<file path="src/rtl/pipeline_ifp_stage.sv">
// Fetch-prepare stage: owns the fetch PC, picks the ROM/DRAM channel,
// issues DRAM read pulses, applies redirects and holds under stall.
//
// Ports:
//   clk, reset                 clock, synchronous active-high reset
//   stall                      hold request from hazard logic / IFR
//   redirect_valid/_pc         branch/jump/trap redirect
//   dram_data_ready            DRAM fetch data valid
//   pc_IFP                     current fetch PC
//   if_channel_sel             1=DRAM, 0=ROM (from pc_IFP)
//   rom_addr, dram_addr        fetch address, equal to pc_IFP
//   dram_read_req              one-cycle DRAM read pulse
//   fetch_valid                0 marks pc_IFP as a bubble
//   redirect_misaligned        pulse: applied redirect had low bits set
module pipeline_ifp_stage #(
  parameter logic [63:0] RESET_PC   = 64'h0,
  parameter logic [63:0] DRAM_BASE  = 64'h0000_0000_8000_0000,
  parameter int          INST_BYTES = 4
) (
  input  logic        clk,
  input  logic        reset,
  input  logic        stall,
  input  logic        redirect_valid,
  input  logic [63:0] redirect_pc,
  input  logic        dram_data_ready,
  output logic [63:0] pc_IFP,
  output logic        if_channel_sel,
  output logic [63:0] rom_addr,
  output logic [63:0] dram_addr,
  output logic        dram_read_req,
  output logic        fetch_valid,
  output logic        redirect_misaligned
);

  typedef enum logic [1:0] {
    S_RUN,
    S_REQ,
    S_WAIT
  } state_t;

  localparam logic [63:0] STEP = 64'(INST_BYTES);

  state_t      state_q, state_d;
  logic [63:0] pc_q, pc_d;
  logic        fv_q, fv_d;
  logic        mis_q, mis_d;
  logic        pend_v_q, pend_v_d;
  logic [63:0] pend_pc_q, pend_pc_d;
  logic        pend_mis_q, pend_mis_d;
  logic        defer_q, defer_d;

  logic [63:0] rd_pc;
  logic        rd_mis;
  logic [63:0] ret_pc;
  logic        ret_fv;
  logic        ret_mis;

  assign rd_pc  = {redirect_pc[63:2], 2'b00};
  assign rd_mis = |redirect_pc[1:0];

  // Where the PC goes once a DRAM fetch completes: a redirect that
  // arrived meanwhile squashes the returned instruction.
  always_comb begin
    ret_pc  = pc_q + STEP;
    ret_fv  = 1'b1;
    ret_mis = 1'b0;
    if (pend_v_q) begin
      ret_pc  = pend_pc_q;
      ret_fv  = 1'b0;
      ret_mis = pend_mis_q;
    end
  end

  always_comb begin
    state_d    = state_q;
    pc_d       = pc_q;
    fv_d       = fv_q;
    mis_d      = 1'b0;
    pend_v_d   = pend_v_q;
    pend_pc_d  = pend_pc_q;
    pend_mis_d = pend_mis_q;
    defer_d    = defer_q;
    unique case (state_q)
      S_RUN: begin
        if (redirect_valid) begin
          pc_d     = rd_pc;
          mis_d    = rd_mis;
          fv_d     = 1'b1;
          defer_d  = 1'b0;
          pend_v_d = 1'b0;
        end else if (stall) begin
          pc_d = pc_q;
        end else if (defer_q) begin
          pc_d     = ret_pc;
          fv_d     = ret_fv;
          mis_d    = ret_mis;
          defer_d  = 1'b0;
          pend_v_d = 1'b0;
        end else if (if_channel_sel) begin
          state_d = S_REQ;
          fv_d    = 1'b1;
        end else begin
          pc_d = pc_q + STEP;
          fv_d = 1'b1;
        end
      end
      S_REQ: begin
        state_d = S_WAIT;
        if (redirect_valid) begin
          pend_v_d   = 1'b1;
          pend_pc_d  = rd_pc;
          pend_mis_d = rd_mis;
        end
      end
      S_WAIT: begin
        if (dram_data_ready && redirect_valid) begin
          state_d  = S_RUN;
          pc_d     = rd_pc;
          mis_d    = rd_mis;
          fv_d     = 1'b0;
          pend_v_d = 1'b0;
        end else begin
          if (redirect_valid) begin
            pend_v_d   = 1'b1;
            pend_pc_d  = rd_pc;
            pend_mis_d = rd_mis;
          end
          if (dram_data_ready) begin
            state_d = S_RUN;
            if (stall) begin
              defer_d = 1'b1;
            end else begin
              pc_d     = ret_pc;
              fv_d     = ret_fv;
              mis_d    = ret_mis;
              pend_v_d = 1'b0;
            end
          end
        end
      end
      default: state_d = S_RUN;
    endcase
  end

  always_ff @(posedge clk) begin
    if (reset) begin
      state_q    <= S_RUN;
      pc_q       <= RESET_PC;
      fv_q       <= 1'b0;
      mis_q      <= 1'b0;
      pend_v_q   <= 1'b0;
      pend_pc_q  <= 64'h0;
      pend_mis_q <= 1'b0;
      defer_q    <= 1'b0;
    end else begin
      state_q    <= state_d;
      pc_q       <= pc_d;
      fv_q       <= fv_d;
      mis_q      <= mis_d;
      pend_v_q   <= pend_v_d;
      pend_pc_q  <= pend_pc_d;
      pend_mis_q <= pend_mis_d;
      defer_q    <= defer_d;
    end
  end

  assign pc_IFP              = pc_q;
  assign if_channel_sel      = (pc_q >= DRAM_BASE);
  assign rom_addr            = pc_q;
  assign dram_addr           = pc_q;
  assign dram_read_req       = (state_q == S_REQ);
  assign fetch_valid         = fv_q;
  assign redirect_misaligned = mis_q;

endmodule
</file>
<file path="config.mk">
export PLATFORM = sky130hd
export DESIGN_NAME = pipeline_ifp_stage
export DESIGN_NICKNAME = d
export VERILOG_FILES = /design/src/rtl/pipeline_ifp_stage.sv
export SDC_FILE = /design/constraint.sdc
export NUM_CORES = 1
export LEC_CHECK = 0
export ABC_AREA = 1
export ABC_CLOCK_PERIOD_IN_PS = 5570
export BUFFER_PORTS_ARGS = -buffer_cell sky130_fd_sc_hd__clkbuf_2
export CAP_MARGIN = 20
export CORE_MARGIN = 4
export CORE_UTILIZATION = 35
export CTS_CLUSTER_SIZE = 30
export DETAILED_ROUTE_END_ITERATION = 12
export GPL_TIMING_DRIVEN = 0
export HOLD_SLACK_MARGIN = 0.12
export MAX_ROUTING_LAYER = met4
export PLACE_DENSITY = 0.67
export SYNTH_ARGS = -nofsm -noshare
export SYNTH_HDL_FRONTEND = slang
export SYNTH_SLANG_ARGS = --single-unit
</file>
<file path="constraint.sdc">
create_clock -name clk -period 5.57 [get_ports clk]
set_input_delay 0.8355 -clock clk [delete_from_list [all_inputs] [get_ports clk]]
set_output_delay 0.8355 -clock clk [all_outputs]
set_load 0.01 [all_outputs]
</file>
==> results.json <==
{
  "power_leakage_uw": 0.005907,
  "cts.clk_slew.worst_paths_ns": 0.07,
  "die_x_um": 179.4,
  "finalHoldViolations": 0,
  "top_usage_layer": "met2",
  "fin_crit_sh_pct": 52.37,
  "use_met1_pct": 36.63,
  "hold_class": "reg2reg",
  "r2r_cells": 8,
  "crit_start": "state_q[0]",
  "post_cts_resize_count": 0,
  "rows": 62,
  "synthFlopType": "dfxtp_1",
  "crit_required_ns": 5.88,
  "pwr-share-comb_pct": 55.4,
  "fin_tns_setup_ns": 0,
  "clk_latency_ns": 0.44,
  "p_int_uw": 3410,
  "whs_endpoint": "pend_pc_q[3]",
  "initial_core_util_pct": 35.64,
  "syn_inst": 1641,
  "ctsRootBufferMaster": "clkbuf_16",
  "swShare_pct": 49.02,
  "routed_wl_mm": 47.18,
  "die_h_um": 179.4,
  "core_region_area_um2": 28860,
  "io_buffers": 263,
  "slowest_stage": "buf_1",
  "cp_slowest_stage_delay_ns": 0.79,
  "route.detailed.drc": 0,
  "skew_ns": 0.01177,
  "cts_buffers": 17,
  "yosysWarnings": 0,
  "ys_seq_area_share_pct": 25.89,
  "antenna_cells": 0,
  "end_kind": "flop",
  "htreeDepth": 4,
  "cp_max_fo": 10,
  "grt_util_met3_pct": 6.467,
  "min_from": "pend_pc_q[3]",
  "dp_hpwl_mm": 35.87,
  "ios": 265,
  "cts_tree": "yes",
  "r2r_start": "state_q[0]",
  "netlist_area_um2": 10280,
  "grt_pass1_vias": 11834,
  "holdBufCountCts": 0,
  "fill_cells": 3119,
  "ys_types": 46,
  "dieArea_um2": 32190,
  "crit_top_cell": "buf_1",
  "rsz0062_at_grt": "no",
  "fmax_mhz": 342.8,
  "period_minus_slack_ns": 2.917,
  "power.density_cell_area_nw_per_um2": 527.0,
  "crit_type": "reg2reg",
  "wire_per_inst_um": 20.34,
  "viasPerCell": 5.472,
  "worstPathArrival_ns": 3.23,
  "worst_pin_slew_ns": 0.9576,
  "ys_seq_elements": 133,
  "setup.worst_path.start_class": "flop",
  "ir_worst_vdd_uv": 230.5,
  "drv_cap": 0,
  "r2r_slack_ns": 2.65,
  "seqPwrFrac_pct": 26.2,
  "track_usage_pct": 28.59,
  "status": "completed",
  "grt.overflow.total": 0,
  "grt_first_pass_wirelength_mm": 70.73,
  "dr.first_iter.drc_count": 1698,
  "ant_nets": 0,
  "drive_gt1_share_pct": 26.03,
  "nets": 1997,
  "switching_power_uw": 3279,
  "grt_start_max_net_pins": 17,
  "final-seq-area_um2": 2663,
  "grt_util_met2_pct": 43.58,
  "ctsLongestPathBuffers": 2,
  "r2r-end": "dram_addr[49]",
  "drv_slew": 0,
  "synth_edf_count": 0,
  "crit_path_cell_trace": "inv_1 -> ha_1 -> buf_2 -> buf_1 -> buf_1 -> nand3_1 -> nand2_1 -> a21oi_1",
  "syn_to_final_growth_pct": 23.43,
  "syn_nets": 1715,
  "async_reset_ff_share_pct": 0,
  "vias": 12695,
  "slew-limit-headroom_pct": 36.16,
  "whs_ns": 0.4647,
  "multiInputGateArea_um2": 5718,
  "setup_viol": 0,
  "place.gp.congestion": 1.003,
  "postCtsSetupRepairBufs": 0,
  "cts_sinks": 133,
  "antenna_found_initial": 0,
  "worstHoldPathCells": 2,
  "drtPass1Iterations": 6,
  "clock_power_share_pct": 18.4,
  "syn_area_per_cell_um2": 6.267
}
[cell type report]
cell class                      count  share of cell area, %
Tap cell                          384                  3.785
Timing Repair Buffer              263                  10.37
Clock inverter                     13                  1.341
Buffer                            209                  10.43
Inverter                          154                  4.564
Clock buffer                       19                  3.489
Multi-Input combinational cell   1145                  45.05
Sequential cell                   133                  20.98
[stage by stage]
step / total power [uW] / cell area, um^2 / setup WS (ns) / utilization [%] / std cells
finish: 6689 / 12690 / 2.653 / 43.99 / 2320
CTS: 6585 / 12690 / 2.773 / 43.99 / 2320
global placement: 5308 / 12080 / 2.564 / 41.86 / 2288
global route: 7106 / 12690 / 2.592 / 43.99 / 2320
floorplan: 3952 / 10280 / 3.599 / - / 1641
detailed placement: 5358 / 12080 / 2.575 / 41.86 / 2288
[kinds of logic after synthesis]
| kind of cell | Yosys count | synth area share [%] |
|---|---|---|
| buf+inv | 363 | 18.51 |
| xor+xnor | 41 | 3.492 |
| simple gates | 668 | 28.01 |
| flops | 133 | 25.89 |
| fa+ha+maj | 5 | 0.6083 |
| compound gates | 431 | 23.49 |
[power by group through the flow]
stage / clock [uW] / sequential (uW) / combinational [uW]
2_1_floorplan: 0 / 1660 / 2290
3_3_place_gp: 0 / 1750 / 3560
3_5_place_dp: 0 / 1760 / 3600
4_1_cts: 1230 / 1740 / 3620
5_1_grt: 1270 / 1800 / 4030
6_report: 1230 / 1760 / 3700
[metal layers]
layer  up-vias  wire (um)
li1       5876          -
met1      5813      19210
met2       882      20670
met3       124       5391
met4         0       1911
met5         -          0
[worst max-delay path: cells and delay by family, from the launching register on]
family                     cells  cell delay, ns
DFF                            1            0.31
adders and majority gates      1            0.23
and+or+nand+nor                2            0.33
AOI/OAI and AO/OA              1            0.09
buffers and inverters          4            1.82
[how the worst max path moves through the flow]
stage	endpoint	slack, ns	depth (start not counted)
floorplan	dram_addr[17]	3.60	10
global placement	dram_addr[37]	2.56	6
detailed placement	dram_addr[7]	2.58	6
CTS	pend_pc_q[38]	2.77	8
global route	dram_addr[49]	2.59	8
finish	dram_addr[49]	2.65	8
[cells in the final DEF, fill, tap and decap left out, types with 6 or more instances in the layout]
master	instances
nand2_1	328
nor2_4	8
o21ai_1	16
xor2_1	25
dfxtp_1	133
nor3_1	17
clkbuf_1	49
buf_1	6
nor2_1	194
inv_2	10
a31oi_1	13
a221oi_1	12
inv_1	141
nand3_1	62
o21bai_1	7
clkbuf_16	17
o211ai_1	25
nand2_2	7
o32ai_1	8
buf_4	133
o21ai_0	157
a21oi_1	157
xnor2_1	16
nand4_1	18
buf_2	20
clkbuf_2	263
o221ai_1	13
o22ai_1	16
nor2_2	17
[registers in the layout, indices dropped and copies added, names as in the netlist]
name,flops
fetch_valid,1
state_q,2
redirect_misaligned,1
pend_mis_q,1
defer_q,1
pend_pc_q,62
pend_v_q,1
dram_addr,64
[cell usage after synthesis, types with 2 or more instances]
library cell	n	area [um^2]
nand2_1	328	1231
inv_1	141	529.3
dfxtp_1	133	2663
o22ai_1	16	100.1
a211oi_1	3	22.52
clkbuf_1	48	180.2
and2_0	2	12.51
a221oi_1	12	105.1
o211ai_1	25	187.7
nor2_2	17	106.4
o221ai_1	13	113.9
o21ai_1	16	80.08
ha_1	5	62.56
nand2_4	5	56.30
xor2_1	25	219.0
xnor2_1	16	140.1
clkinv_1	2	7.510
inv_2	10	37.54
buf_2	20	100.1
buf_4	133	998.5
o21bai_1	7	52.55
o21ai_0	157	785.8
nor2_1	194	728.2
a31oi_1	13	81.33
buf_6	2	22.52
nand2_2	7	43.79
nor2_4	8	90.09
nor2_8	2	40.04
nor3_2	2	20.02
nand4_1	18	112.6
o32ai_1	8	70.07
nor3_1	17	85.08
nand3_1	62	310.3
buf_1	6	22.52
a21oi_1	157	785.8
Power figures use the tool's default switching activity.
